### config.mk
export PLATFORM = sky130hd
export DESIGN_NAME = pipe_skid_stage
export DESIGN_NICKNAME = d
export VERILOG_FILES = /design/src/rtl/pipe_skid_stage_pkg.sv /design/src/rtl/pipe_skid_stage_entry.sv /design/src/rtl/pipe_skid_stage.sv
export SDC_FILE = /design/constraint.sdc
export NUM_CORES = 1
export LEC_CHECK = 0
export CORE_AREA = 2 2 119 121
export CTS_CLUSTER_DIAMETER = 80
export CTS_CLUSTER_SIZE = 8
export DETAILED_ROUTE_END_ITERATION = 6
export DIE_AREA = 0 0 121 123
export PLACE_DENSITY = 0.85
export SETUP_SLACK_MARGIN = 0.5
export SYNTH_ARGS = -nofsm -noshare
export SYNTH_HDL_FRONTEND = slang
export SYNTH_SLANG_ARGS = --single-unit
### constraint.sdc
create_clock -name clk -period 1.2 [get_ports clk]
set_input_delay 0.12 -clock clk [delete_from_list [all_inputs] [get_ports clk]]
set_output_delay 0.12 -clock clk [all_outputs]
set_load 0.01 [all_outputs]
### src/rtl/pipe_skid_stage_pkg.sv
// Shared definitions for the two-entry valid/ready pipeline slice:
// occupancy state encoding and per-boundary payload widths.
package pipe_skid_stage_pkg;

  typedef enum logic [1:0] {
    ST_EMPTY = 2'd0,
    ST_ONE   = 2'd1,
    ST_FULL  = 2'd2
  } skid_state_e;

  localparam int IFU_IDU_W = 64;
  localparam int IDU_EXU_W = 96;

  // The state encoding doubles as the entry count.
  function automatic logic [1:0] state_count(input skid_state_e st);
    return logic'(st == ST_FULL) ? 2'd2 : ((st == ST_ONE) ? 2'd1 : 2'd0);
  endfunction

endpackage

### src/rtl/pipe_skid_stage_entry.sv
// One payload register of the slice: loads on demand, resets to RESET_VAL.
module skid_entry #(
  parameter int               WIDTH     = 64,
  parameter logic [WIDTH-1:0] RESET_VAL = '0
) (
  input  logic             clk,
  input  logic             rst,
  input  logic             load,
  input  logic [WIDTH-1:0] d,
  output logic [WIDTH-1:0] q
);

  logic [WIDTH-1:0] data_d;
  logic [WIDTH-1:0] data_q;

  always_comb begin
    data_d = data_q;
    if (load) data_d = d;
  end

  always_ff @(posedge clk) begin
    if (rst) data_q <= RESET_VAL;
    else     data_q <= data_d;
  end

  assign q = data_q;

endmodule

### src/rtl/pipe_skid_stage.sv
// Two-entry registered valid/ready slice with flush; in_ready is a function
// of local state only, so the ready chain is cut at every stage boundary.
module pipe_skid_stage
  import pipe_skid_stage_pkg::*;
#(
  parameter int               WIDTH     = 64,
  parameter logic [WIDTH-1:0] RESET_VAL = '0
) (
  input  logic             clk,
  input  logic             rst,
  input  logic             flush,
  input  logic             in_valid,
  output logic             in_ready,
  input  logic [WIDTH-1:0] in_data,
  output logic             out_valid,
  input  logic             out_ready,
  output logic [WIDTH-1:0] out_data,
  output logic [1:0]       count
);

  skid_state_e      state_d;
  skid_state_e      state_q;
  logic             main_ld;
  logic             skid_ld;
  logic             main_from_skid;
  logic [WIDTH-1:0] main_d;
  logic [WIDTH-1:0] main_q;
  logic [WIDTH-1:0] skid_q;
  logic             in_fire;
  logic             out_fire;

  assign in_ready  = !rst && (state_q != ST_FULL);
  assign out_valid = !rst && (state_q != ST_EMPTY);
  assign out_data  = main_q;
  assign count     = state_count(state_q);
  assign in_fire   = in_valid && in_ready;
  assign out_fire  = out_valid && out_ready;

  always_comb begin
    state_d        = state_q;
    main_ld        = 1'b0;
    skid_ld        = 1'b0;
    main_from_skid = 1'b0;
    // Flush empties the slice but leaves both payload registers untouched.
    if (flush) begin
      state_d = ST_EMPTY;
    end else begin
      unique case (state_q)
        ST_EMPTY: begin
          if (in_fire) begin
            main_ld = 1'b1;
            state_d = ST_ONE;
          end
        end
        ST_ONE: begin
          if (in_fire && out_fire) begin
            main_ld = 1'b1;
          end else if (in_fire) begin
            skid_ld = 1'b1;
            state_d = ST_FULL;
          end else if (out_fire) begin
            state_d = ST_EMPTY;
          end
        end
        ST_FULL: begin
          if (out_fire) begin
            main_ld        = 1'b1;
            main_from_skid = 1'b1;
            state_d        = ST_ONE;
          end
        end
        default: state_d = ST_EMPTY;
      endcase
    end
  end

  assign main_d = main_from_skid ? skid_q : in_data;

  always_ff @(posedge clk) begin
    if (rst) state_q <= ST_EMPTY;
    else     state_q <= state_d;
  end

  skid_entry #(.WIDTH(WIDTH), .RESET_VAL(RESET_VAL)) u_main (
    .clk  (clk),
    .rst  (rst),
    .load (main_ld),
    .d    (main_d),
    .q    (main_q)
  );

  skid_entry #(.WIDTH(WIDTH), .RESET_VAL(RESET_VAL)) u_skid (
    .clk  (clk),
    .rst  (rst),
    .load (skid_ld),
    .d    (in_data),
    .q    (skid_q)
  );

endmodule

# Word level (Yosys, flattened, before mapping)
# Index checks and enable logic that the tools add are counted.
[classes]
add_sub_neg = 0
div = 0
mul = 0
order_cmp = 0
n_reduce_logical = 10
shift = 0
bitwise_logic = 0
muxes = 19
eq_ne = 7
[ops]
columns = ["op", "count"]
rows = [
  ["64-bit two-way mux", 1],
  ["2-bit two-way mux", 6],
  ["1-bit two-way mux", 10],
  ["2-bit inequality test, second input constant", 4],
  ["2-bit case mux with 3 select lines", 1],
  ["1-bit logical AND", 5],
  ["4-bit AND reduction", 1],
  ["3-bit inequality test, second input constant", 1],
  ["1-bit case mux with 3 select lines", 1],
  ["2-bit by 1-bit equality test with 1-bit output, second input constant", 1],
  ["2-bit equality test, second input constant", 1],
  ["2-bit logical NOT", 1],
  ["2-bit nonzero test", 1],
  ["2-bit OR reduction", 1],
  ["1-bit logical NOT", 1],
]
[totals]
elab_cells = 39
out_inout_bits = 68
latchBits = 0
romBits = 0
inputBits = 69
memories = 0
ram_bits = 0
ff_bits = 130

# Depth between registers and ports, before layout
# Gate-level depths: netlist of the first run.
[logic_depth]
ltp_word = 7
depth_mapped = 6
mapped_depth_nobuf = 3

# Hierarchy
# A second synthesis of the first run with hierarchy kept.
[hier_totals]
cells_unflattened = 501
hier_area_um2 = 5754.3
[modules_own_cells]
columns = ["mod", "seq_area_each_um2", "instances", "cells_each", "area_each_um2"]
rows = [
  ["skid_entry", 1281.2, 2, 206, 2290.9],
  ["pipe_skid_stage", 40.0, 1, 89, 1172.4],
]

# Worst setup path after synthesis of the first run
# No wires, ideal clock.
[synth_timing]
path_type = "register to register"
start = "reg state_q[1]"
end = "reg u_main.data_q[0] (netlist: u_main.q[0])"
setup_time_ps = 142
period_less_slack_ps = 1358
arrival_ps = 1216
t_required_ps = 1058
setup_slack_ps = -158
path_buffers = 2
stages_incl_launch_ff = 6
path_cell_list = "dfxtp_1 -> buf_6 -> nand2b_1 -> o21ai_2 -> buf_6 -> a311oi_1"
[synth_between]
elab_chain_len = 7
word_cells_on_any_way = 18
cone_classes = "eq/ne (3); mux (8); reduce/logical (7)"
[synth_lines]
columns = ["element", "line_no", "rtl"]
rows = [
  ["start, declared", "pipe_skid_stage.sv:22", "skid_state_e state_q;"],
  ["start signal, assigned", "pipe_skid_stage.sv:81", "else state_q <= state_d;"],
  ["2-bit inequality test / 2-bit nonzero test (equally long branches)", "pipe_skid_stage.sv:32, pipe_skid_stage.sv:33", ""],
  ["1-bit logical AND (on tied branches)", "pipe_skid_stage.sv:32, pipe_skid_stage.sv:33", ""],
  ["1-bit logical AND (on tied branches)", "pipe_skid_stage.sv:36, pipe_skid_stage.sv:37", ""],
  ["1-bit logical AND / 1-bit two-way mux (equally long branches)", "pipe_skid_stage.sv:56, pipe_skid_stage.sv:66", ""],
  ["1-bit two-way mux (on tied branches)", "pipe_skid_stage.sv:56, pipe_skid_stage.sv:48", ""],
  ["1-bit case mux with 3 select lines / 1-bit two-way mux (equally long branches)", "pipe_skid_stage.sv:48, pipe_skid_stage.sv:45", ""],
  ["1-bit two-way mux / 64-bit two-way mux (equally long branches)", "pipe_skid_stage.sv:45, pipe_skid_stage.sv:77", ""],
  ["end signal, assigned", "pipe_skid_stage_entry.sv:23", "else data_q <= data_d;"],
  ["end, declared", "pipe_skid_stage_entry.sv:14", "logic [WIDTH-1:0] data_q;"],
]
# Parallel ways exist; a longest one is shown, timed or not.
# A chain may end at the register's enable or synchronous reset.

# Worst setup path after layout of the first run
[layout_timing]
start = "reg state_q[0]"
end = "reg u_main.data_q[19] (netlist: u_main.q[19])"
# Same word-level chain as after synthesis.

==> results.toml, run 1 <==
[run_status]
status = "finished with violations"
violations = "setup timing"

[logic_synthesis]
synth_top_area_share_pct = 42.3
yosysSeqAreaShare_pct = 42.3
synth.most_common_cell = "dfxtp_1"
synthCells = 631
yosys-top-cells-count = "dfxtp_1, a311oi_1, a21oi_1"
yosysTopAreaCell = "dfxtp_1"
synth-main-ff-cell = "dfxtp_1"
yosys-top-cells-area = "dfxtp_1, a311oi_1, mux2i_1"
ys_seq_elements = 130
async_flop_share_pct = 0
synth.avg_cell_area_um2 = 9.74
synth_enable_flop_cells = 0
synth_nets = 700
synth_area_mm2 = 0.00615
ys_types = 27
ys_warn_count = 0

[clock_network]
path_clk_slew_ns = 0.06
cts_tree = "built"
numClockSinks = 130
cts_buffer_depth = 2
holdBufCountCts = 0
clock-root-buffer = "clkbuf_16"
clk_latency_ns = 0.43
numCtsBuffers = 17
htree_levels = 4

[place]
hpwl_mm = 12.0
preCtsSetupSlack_ns = -0.594
gp_congestion = 0.807
port_buffers = 136

[timing]
setup_tns_ns = -30.81
min_period_ns = 1.58
skew_ns = 0.00804
hold_viol = 0
worst_pin_slew_ns = 0.774
setup_viol = 134
max_slew_margin_pct = 48.4
maxSlewViolCount = 0
finalCritPeriodShare_pct = 132
rsz0062_at_grt = "yes"
fmax_mhz = 633
worst_slack_ns = -0.380

[worst_setup_path]
worstReg2RegEnd = "u_main.q[19]$_SDFFE_PP0P_"
startpoint_type = "flop"
end_kind = "flop"
worstPathArrival_ns = 1.84
rr_worst_depth = 5
critical_path.slowest_cell = "a311oi_1"
required_ns = 1.46
path_cells = "buf_6 -> nand2b_4 -> buf_16 -> a311oi_1 -> a311oi_1"
worstPathMaxFanout = 14
critPathLaunch = "state_q[0]$_SDFFE_PP0P_"
rr_startpoint = "state_q[0]$_SDFFE_PP0P_"
reg2reg_slack_ns = -0.38
cpPeakStageDelay_ns = 0.47
path_common_cell = "a311oi_1"
crit_type = "reg2reg"

[power_and_ir_drop]
p_seq_share_pct = 39.2
p_sw_mw = 3.19
ir_worst_vdd_mv = 1.10
pwr-share-clk_pct = 43.2
power_mw = 11.9
comb_power_share_pct = 17.6
netSwitchingFraction_pct = 26.8
p_int_mw = 8.70
cellPowerDensity_mw_per_mm2 = 1240
p_leak_nw = 3.89

[global_route]
gr-usage-all-layers_pct = 29.1
grt_first_pass_wirelength_mm = 33.5
globalRouteOverflowTotal = 0
grt_pass1_vias = 6501
grt_max_degree = 70
grt_antenna_before_repair = 0

[min_path]
hp-start = "rst"
min_path_cells = 5
min_to = "u_skid.q[35]$_SDFFE_PP0P_"
hp-class = "in2reg"

[floorplanning]
fp.dieW_um = 121
die_h_um = 123
coreArea_mm2 = 0.0136
initial_utilization_pct = 45.2
design.die.area_mm2 = 0.0149
ios = 137
row_count = 43

[run]
cap_violations = 0

[route]
wl_per_cell_um = 26.0
num_vias = 6868
routed_wl_mm = 25.6
first_pass_iters = 5
detail-route-antenna-nets = 0
drc = 0
drtIter0Drc = 1077
vias_per_cell = 6.96

[finish]
layout-drive-gt1-share_pct = 43.7
seqCellArea_mm2 = 0.00269
fillCellCount = 838
multi_input_area_mm2 = 0.00333
area_growth_pct = 56.6
antenna_cells = 0
nets = 863
## power groups by stage
stage	combinational [mW]	sequential (mW)	clock [mW]
finish	2.10	4.66	5.14
global route	2.17	4.67	5.35
detailed placement	1.58	4.68	0
CTS	1.83	4.65	5.09
global placement	1.53	4.68	0
floorplan	0.714	4.73	0
## layout make-up
type                            instances  area share, %
Timing Repair Buffer                  235           29.1
Clock buffer                           19           4.60
Tap cell                              180           2.34
Clock inverter                         13           1.43
Inverter                                1         0.0390
Multi-Input combinational cell        409           34.6
Sequential cell                       130           27.9
## critical path: cells and delay by family, from the launching register on
family | cells | cell delay (ns)
flip-flops | 1 | 0.40
AND/OR/NAND/NOR | 1 | 0.12
buffers and inverters | 2 | 0.31
AO/OA/AOI/OAI | 2 | 0.59
## placed cells by master (no fill, tap or decap), types with 3 or more instances in the layout
cell and count:
o21ai_2 29, nand3_2 5, buf_6 77, clkbuf_16 22
nand3_1 59, buf_12 28, clkdlybuf4s50_1 66, o21ai_1 20
dfxtp_1 64, a311oi_1 111, nor2_4 3, buf_16 7
a311oi_2 17, buf_4 49, o21ai_0 10, clkinv_2 4
a21oi_1 54, clkinv_4 4, dfxtp_2 64, a21oi_2 12
o21ai_4 6, clkinvlp_4 3, mux2i_1 64
## stage by stage
| stage | area, µm² | cells | utilization [%] | hold slack, ns |
|---|---|---|---|---|
| final | 9630 | 987 | 70.7 | 0.272 |
| after global placement | 7750 | 899 | 57.0 | 0.459 |
| after detailed placement | 7750 | 899 | 57.0 | 0.466 |
| after floorplan | 6260 | 631 | - | 0.266 |
| after CTS | 9110 | 964 | 66.9 | 0.247 |
| after global routing | 9630 | 987 | 70.7 | 0.290 |
## timing repair
item                       CTS  global route
cloned                       8             5
setup endpoints to repair  198           198
resized for setup          469            58
buffers inserted            25            18
pin swaps                   41            39
## per-layer routing
layer  vias up  global-route usage [%]  wire length [µm]
met2       569                    48.5             12300
met3       156                    9.04              2530
met4         0                    18.0              1500
met5         -                       0                 0
li1       2827                       -                 -
met1      3316                    32.7              9290
## flip-flops by register name, indices dropped and copies added (netlist names)
name,cells
state_q,2
u_skid.q,64
u_main.q,64
## worst max path at each step
stage                                      endpoint  cells after the start
after floorplan           u_main.q[10]$_SDFFE_PP0P_                      6
after global placement    u_main.q[55]$_SDFFE_PP0P_                      5
after detailed placement   u_main.q[7]$_SDFFE_PP0P_                      6
after CTS                                 out_valid                      5
after global routing      u_main.q[19]$_SDFFE_PP0P_                      6
final                     u_main.q[19]$_SDFFE_PP0P_                      5
## kinds of logic after synthesis
| logic type | Yosys count | synth area share, % |
|---|---|---|
| simple gates | 85 | 7.76 |
| flops | 130 | 42.3 |
| mux | 64 | 10.4 |
| buf+inv | 92 | 10.4 |
| compound gates | 260 | 29.1 |
Note: power is estimated with default switching activity, not from simulation.
==> inputs of run 2 (changes only) <==
--- a/config.mk
+++ b/config.mk
@@ -10,6 +10,7 @@
 export CTS_CLUSTER_SIZE = 8
 export DETAILED_ROUTE_END_ITERATION = 6
 export DIE_AREA = 0 0 121 123
+export HOLD_SLACK_MARGIN = 0.02
 export PLACE_DENSITY = 0.85
 export SETUP_SLACK_MARGIN = 0.5
 export SYNTH_ARGS = -nofsm -noshare
==> results of run 2 <==
The final DEF is identical to that of run 1; final timing and power are the same.
